$ cat src/rtl/serial_subtractor.sv
// Bit-serial subtractor: {bout, diff} = a - b - bin, one bit per clock, LSB first.
// Operands are captured on an accepted start; the result is held until the next completion.
module serial_subtractor #(
  parameter int unsigned WIDTH = 4,
  parameter int unsigned CNT_W = $clog2(WIDTH) + 1
) (
  input  logic             clk,
  input  logic             rst_n,
  input  logic             start,
  input  logic [WIDTH-1:0] a,
  input  logic [WIDTH-1:0] b,
  input  logic             bin,
  output logic             busy,
  output logic             done,
  output logic [WIDTH-1:0] diff,
  output logic             bout
);

  typedef enum logic {
    IDLE = 1'b0,
    RUN  = 1'b1
  } state_e;

  state_e             state_q, state_d;
  logic [WIDTH-1:0]   sr_a_q, sr_a_d;
  logic [WIDTH-1:0]   sr_b_q, sr_b_d;
  logic [WIDTH-1:0]   res_q, res_d;
  logic [CNT_W-1:0]   cnt_q, cnt_d;
  logic               borrow_q, borrow_d;
  logic               busy_q, busy_d;
  logic               done_q, done_d;
  logic [WIDTH-1:0]   diff_q, diff_d;
  logic               bout_q, bout_d;

  logic               d_bit;
  logic               borrow_nxt;
  logic               last_bit;

  // State and datapath registers
  always_ff @(posedge clk or negedge rst_n) begin
    if (!rst_n) begin
      state_q  <= IDLE;
      sr_a_q   <= '0;
      sr_b_q   <= '0;
      res_q    <= '0;
      cnt_q    <= '0;
      borrow_q <= 1'b0;
      busy_q   <= 1'b0;
      done_q   <= 1'b0;
      diff_q   <= '0;
      bout_q   <= 1'b0;
    end else begin
      state_q  <= state_d;
      sr_a_q   <= sr_a_d;
      sr_b_q   <= sr_b_d;
      res_q    <= res_d;
      cnt_q    <= cnt_d;
      borrow_q <= borrow_d;
      busy_q   <= busy_d;
      done_q   <= done_d;
      diff_q   <= diff_d;
      bout_q   <= bout_d;
    end
  end

  // Next-state and one full-subtractor bit slice per cycle
  always_comb begin
    state_d    = state_q;
    sr_a_d     = sr_a_q;
    sr_b_d     = sr_b_q;
    res_d      = res_q;
    cnt_d      = cnt_q;
    borrow_d   = borrow_q;
    busy_d     = busy_q;
    done_d     = 1'b0;
    diff_d     = diff_q;
    bout_d     = bout_q;

    d_bit      = sr_a_q[0] ^ sr_b_q[0] ^ borrow_q;
    borrow_nxt = (~sr_a_q[0] & sr_b_q[0]) | (~(sr_a_q[0] ^ sr_b_q[0]) & borrow_q);
    last_bit   = (cnt_q == CNT_W'(WIDTH - 1));

    case (state_q)
      IDLE: begin
        if (start) begin
          sr_a_d   = a;
          sr_b_d   = b;
          borrow_d = bin;
          cnt_d    = '0;
          busy_d   = 1'b1;
          state_d  = RUN;
        end
      end
      RUN: begin
        sr_a_d   = sr_a_q >> 1;
        sr_b_d   = sr_b_q >> 1;
        res_d    = {d_bit, res_q[WIDTH-1:1]};
        borrow_d = borrow_nxt;
        cnt_d    = cnt_q + CNT_W'(1);
        // Final bit: publish the assembled result and return to IDLE
        if (last_bit) begin
          diff_d  = res_d;
          bout_d  = borrow_nxt;
          done_d  = 1'b1;
          busy_d  = 1'b0;
          state_d = IDLE;
        end
      end
      default: state_d = IDLE;
    endcase
  end

  assign busy = busy_q;
  assign done = done_q;
  assign diff = diff_q;
  assign bout = bout_q;

endmodule

$ cat config.mk
export PLATFORM = sky130hd
export DESIGN_NAME = serial_subtractor
export DESIGN_NICKNAME = d
export VERILOG_FILES = /design/src/rtl/serial_subtractor.sv
export SDC_FILE = /design/constraint.sdc
export NUM_CORES = 1
export LEC_CHECK = 0
export ABC_AREA = 1
export CORE_UTILIZATION = 50
export DETAILED_ROUTE_END_ITERATION = 6
export GPL_ROUTABILITY_DRIVEN = 0
export HOLD_SLACK_MARGIN = 0.03
export PLACE_DENSITY_LB_ADDON = 0.25
export SYNTH_ARGS = -nofsm -noshare
export SYNTH_HDL_FRONTEND = slang
export SYNTH_SLANG_ARGS = --single-unit
$ cat constraint.sdc
create_clock -name clk -period 1.52 [get_ports clk]
set_clock_uncertainty 0.2 [all_clocks]
set_input_delay 0.304 -clock clk [delete_from_list [all_inputs] [get_ports clk]]
set_output_delay 0.304 -clock clk [all_outputs]
set_load 0.005 [all_outputs]
# Yosys cells after proc, flatten, opt, wreduce, memory -nomap -nowiden
# Cells that the tools add are included.
# Widths: inputs -> output; s select.
[totals] wordCells=40 output_inout_bits=7 input_bits=12 regBits=24
[op_classes] n_reduce_logical=2 add_sub_neg=1 muxes=16 eq_ne=3 bitwise=8
[ops] cell="$pmux 4 s2" n=2
[ops] cell="$mux 4" n=2
[ops] cell="$mux 1" n=7
[ops] cell="$pmux 1 s2" n=3
[ops] cell="$pmux 3 s2" n=1
[ops] cell="$reduce_and 2->1" n=2
[ops] cell="$add 3x1->3 const B" n=1
[ops] cell="$eq 3x2->1 const B" n=1
[ops] cell="$mux 3" n=1
[ops] cell="$not 1->1" n=3
[ops] cell="$and 1x1->1" n=2
[ops] cell="$ne 2x1->1 const B" n=1
[ops] cell="$ne 2x2->1 const B" n=1
[ops] cell="$xor 1x1->1" n=2
[ops] cell="$or 1x1->1" n=1

# Longest topological paths before layout
[depth] ltp_word=5 depth_mapped=6 mapped_depth_nobuf=6

# Worst setup path after synthesis
# No wires, ideal clock.
[synth_path] kind="register to register" startpoint="reg cnt_q[0]" endpoint="reg diff_q[3], in the netlist diff[3]" synth_period_minus_slack_ns=1.368 stages_incl_launch_ff=7 setup_time_ns=0.117 t_required_ns=1.203 slack_ns=0.152 arrival_time_ns=1.051 n_path_buf=0 cell_sequence="dfrtp_1 > ha_1 > ha_1 > nand2_2 > inv_1 > nand2_1 > nand2_1"
[synth_via] elab_chain_len=2
[synth_rtl] element="from (decl)" line_no="28" source="logic [CNT_W-1:0] cnt_q, cnt_d;"
[synth_rtl] element="from (signal assigned)" line_no="57" source="cnt_q <= cnt_d;"
[synth_rtl] element="$eq 3x2->1" line_no="81" source="last_bit = (cnt_q == CNT_W'(WIDTH - 1));"
[synth_rtl] element="$reduce_and 2->1 (no source line)"
[synth_rtl] element="to (signal assigned)" line_no="61" source="diff_q <= diff_d;"
[synth_rtl] element="to (decl)" line_no="32" source="logic [WIDTH-1:0] diff_q, diff_d;"
# Every way passes these cells.
# A chain may end at the register's enable or synchronous reset.

# Worst setup path in the final report
[layout_path] startpoint="reg busy_q, in the netlist busy" endpoint="out busy"
[layout_lines] element="from (decl)" line_no="30" source="logic busy_q, busy_d;"
[layout_lines] element="from (signal assigned)" line_no="59" source="busy_q <= busy_d;"
[layout_lines] element="to (decl)" line_no="13" source="output logic busy,"
# No word-level cell between the ends.

==> results.md <==
* Nets at about 150
* Total gr overflow at 0
* CTS tree: built
* Routed vias/inst at around 4.7
* Gate Count Post-Synth at around 110
* Final setup vio count at 0
* FP Rows at 16
* Port buffer count at 18
* Critical Path Start Type: flop
* CP Class: flop to primary output
* Antenna viol nets, final at 0
* DP Area at roughly 1200 µm²
* Worst Max-Slew Pin Slew at ~300 ps
* Starting density of the core at 0.527
* CTS Buf Count at 3
* Final HPWL DP at 1260 µm
* Core Box Area at just under 2000 µm²
* Netlist Area Pre-Place at ~1000 µm²
* DRC at 0
* Synth Area per Inst at approximately 9.7 µm²
* Worst rel slew slack at 0.806
* Synth area leader: dfrtp_1
* Yosys cell types at 15
* Clock Latency Late Sink at roughly 300 ps
* Met2 usage at 0.315
* Commonest register cell after synthesis: dfrtp_1
* Die area at approximately 2200 µm²
* Final Max Slew Viols at 0
* Largest net degree at the start of global routing at 24
* FMAX at 0.684 GHz
* Final WL at 1660 µm
* Worst min path class: primary input to asynchronous set/reset pin
* Root buf cell: clkbuf_4
* Share of layout cells above drive strength 1 at 0.116
* Async SR Flop Fraction at 1.00
* GRT Util Overall at 0.172
* FF-to-FF Start: cnt_q[0]$_DFFE_PN0P_
* Final Util at 0.652
* Clock sink count at 23
* Final critical-path share of the clock period at 0.962
* Worst Path Arrival at between 900 and 1000 ps
* Pre-CTS setup slack at -24.4 ps
* Busiest grt layer: met2
* R2R Path End: diff[3]$_DFFE_PN0P_
* Final hold viol count at 0
* Final WS setup at 58.0 ps
* Clock-pin slew on the worst setup and hold paths at 120 ps
* Area Overhead vs Synth at 23.7%
* Die height at approximately 47 µm
* Ant. Diodes at 0
* Clock Path Buffers at 2
* Number of synthesized flops with an enable pin at 0
* Max-cap viol count at 0
* Total number of yosys warnings at 0
* Via count at 731
* Routing usage on met1 at 0.207
* CP max FO at 2
* Met3 Use GR at 0.0346
* CP max-delay cell: dfrtp_1
* Worst endpoint required time at 1020 ps
* Yosys reg bits at 23
* Vias in the first global route at around 640
* Worst path cell trace: dlygate4sd2_1
* Pwr dens at 1730 nW/µm²
* Post-route cell area at about 1300 µm²
* 1st-iter DRT viols at 16
* R2R depth at 6
* R2R setup slack at approximately 100 ps
* Buf/Inv on CP at 1
* Synth top area share at 0.562
* Wirelength per Cell at 10.7 µm
* CP endpoint kind: primary output
* Worst path depth at 1
* Max rail drop VDD at ~0.0010 V
* Outcome: complete, no violations
* Initial antenna violation count at 0
* Setup TNS at 0 ps
* # IOs at 19
* Pre-Repair DR Iteration Count at 4
* Synth area leaders: dfrtp_1 (56%), nand2_1 (12%), nand3_1 (7.8%)
* CP top delay family: flip-flops
* Die width at between 40 and 50 µm
* H-tree levels at 1
* Worst path max stage delay at ~400 ps
* Syn_nets at 122
* Most common cell in the netlist: nand2_1
* Min Tclk post-route at around 1500 ps
* Synth top cells by count: nand2_1 (34), dfrtp_1 (23), nand3_1 (16)
* Sequential fraction of the synthesis area at 0.562
* Lkg Pwr at about 0.66 nW
* Global-route wire length before repair at between 2000 and 3000 µm
* RSZ-0062 raised after global routing: no
* Fillers at around 190
-- state kept, by name, summed over array words and instances, names as in the netlist --
register,cells
busy,1
sr_a_q,4
state_q,1
cnt_q,3
res_q,3
bout,1
sr_b_q,4
diff,4
done,1
borrow_q,1
-- layout by cell type (no fill, tap or decap) --
| cell type | netlist | routed |
|---|---|---|
| o21ai_1 | 1 | 1 |
| fa_1 | 1 | 1 |
| o21ai_0 | 8 | 8 |
| buf_4 | 1 | 5 |
| nor2_1 | 1 | 1 |
| nand2_2 | 2 | 1 |
| nand2_4 | 0 | 1 |
| dlygate4sd2_1 | 0 | 7 |
| inv_2 | 1 | 1 |
| buf_12 | 0 | 1 |
| clkbuf_4 | 0 | 3 |
| nand3_1 | 16 | 16 |
| nand2_1 | 34 | 34 |
| clkdlybuf4s50_1 | 0 | 11 |
| inv_1 | 9 | 9 |
| ha_1 | 3 | 3 |
| dfrtp_1 | 23 | 22 |
| dfrtp_2 | 0 | 1 |
| a21boi_2 | 1 | 1 |
| clkbuf_1 | 0 | 1 |
| nor2_8 | 1 | 1 |
-- worst max-delay path by stage --
stage | from | endpoint
floorplan | cnt_q[0]$_DFFE_PN0P_ | diff[3]$_DFFE_PN0P_
global placement | start | cnt_q[0]$_DFFE_PN0P_
detailed placement | start | cnt_q[2]$_DFFE_PN0P_
CTS | cnt_q[0]$_DFFE_PN0P_ | diff[3]$_DFFE_PN0P_
global route | diff[2]$_DFFE_PN0P_ | diff[2]
finish | busy$_DFFE_PN0P_ | busy
-- power breakdown --
part           internal (mW)  leakage [nW]  switching, mW
combinational          0.422         0.349          0.463
clock                  0.102        0.0150          0.167
sequential             0.872         0.292          0.167
total                   1.40         0.656          0.797
-- stage by stage --
stage | power [mW] | std cells | hold slack [ps]
5_1_grt | 2.41 | 156 | 156
4_1_cts | 2.19 | 155 | 155
6_report | 2.19 | 156 | 150
3_3_place_gp | 1.90 | 150 | 260
2_1_floorplan | 1.64 | 106 | -192
3_5_place_dp | 1.97 | 150 | 259
-- per-layer routing --
layer  up-vias  wire length (µm)
li1        378                 -
met1       336               743
met2        15               869
met3         2                42
met4         0                 8
met5         -                 0
-- cell families after synthesis --
logic type               after synthesis  synth area share
flip-flops                            23             0.562
AND/OR/NAND/NOR                       54             0.238
buffers and inverters                 15            0.0880
AO/OA/AOI/OAI                         10            0.0550
adder cells (fa/ha/maj)                4            0.0562
-- timing repair --
item,CTS,global route
setup endpoints to repair,7,1
setup buffers,1,1
pin swaps,0,0
hold endpoints to repair,0,0
gates resized for setup,7,2
hold buffers,0,0
-- layout make-up --
class	instances	area, µm²	area share
well taps	27	33.8	0.0267
flip-flops and latches	23	577	0.456
repair buffers	24	229	0.181
multi-input cells	68	363	0.287
clock buffers	4	26.3	0.0208
inverters	10	37.5	0.0296
Note: power is estimated with default switching activity, not from simulation.
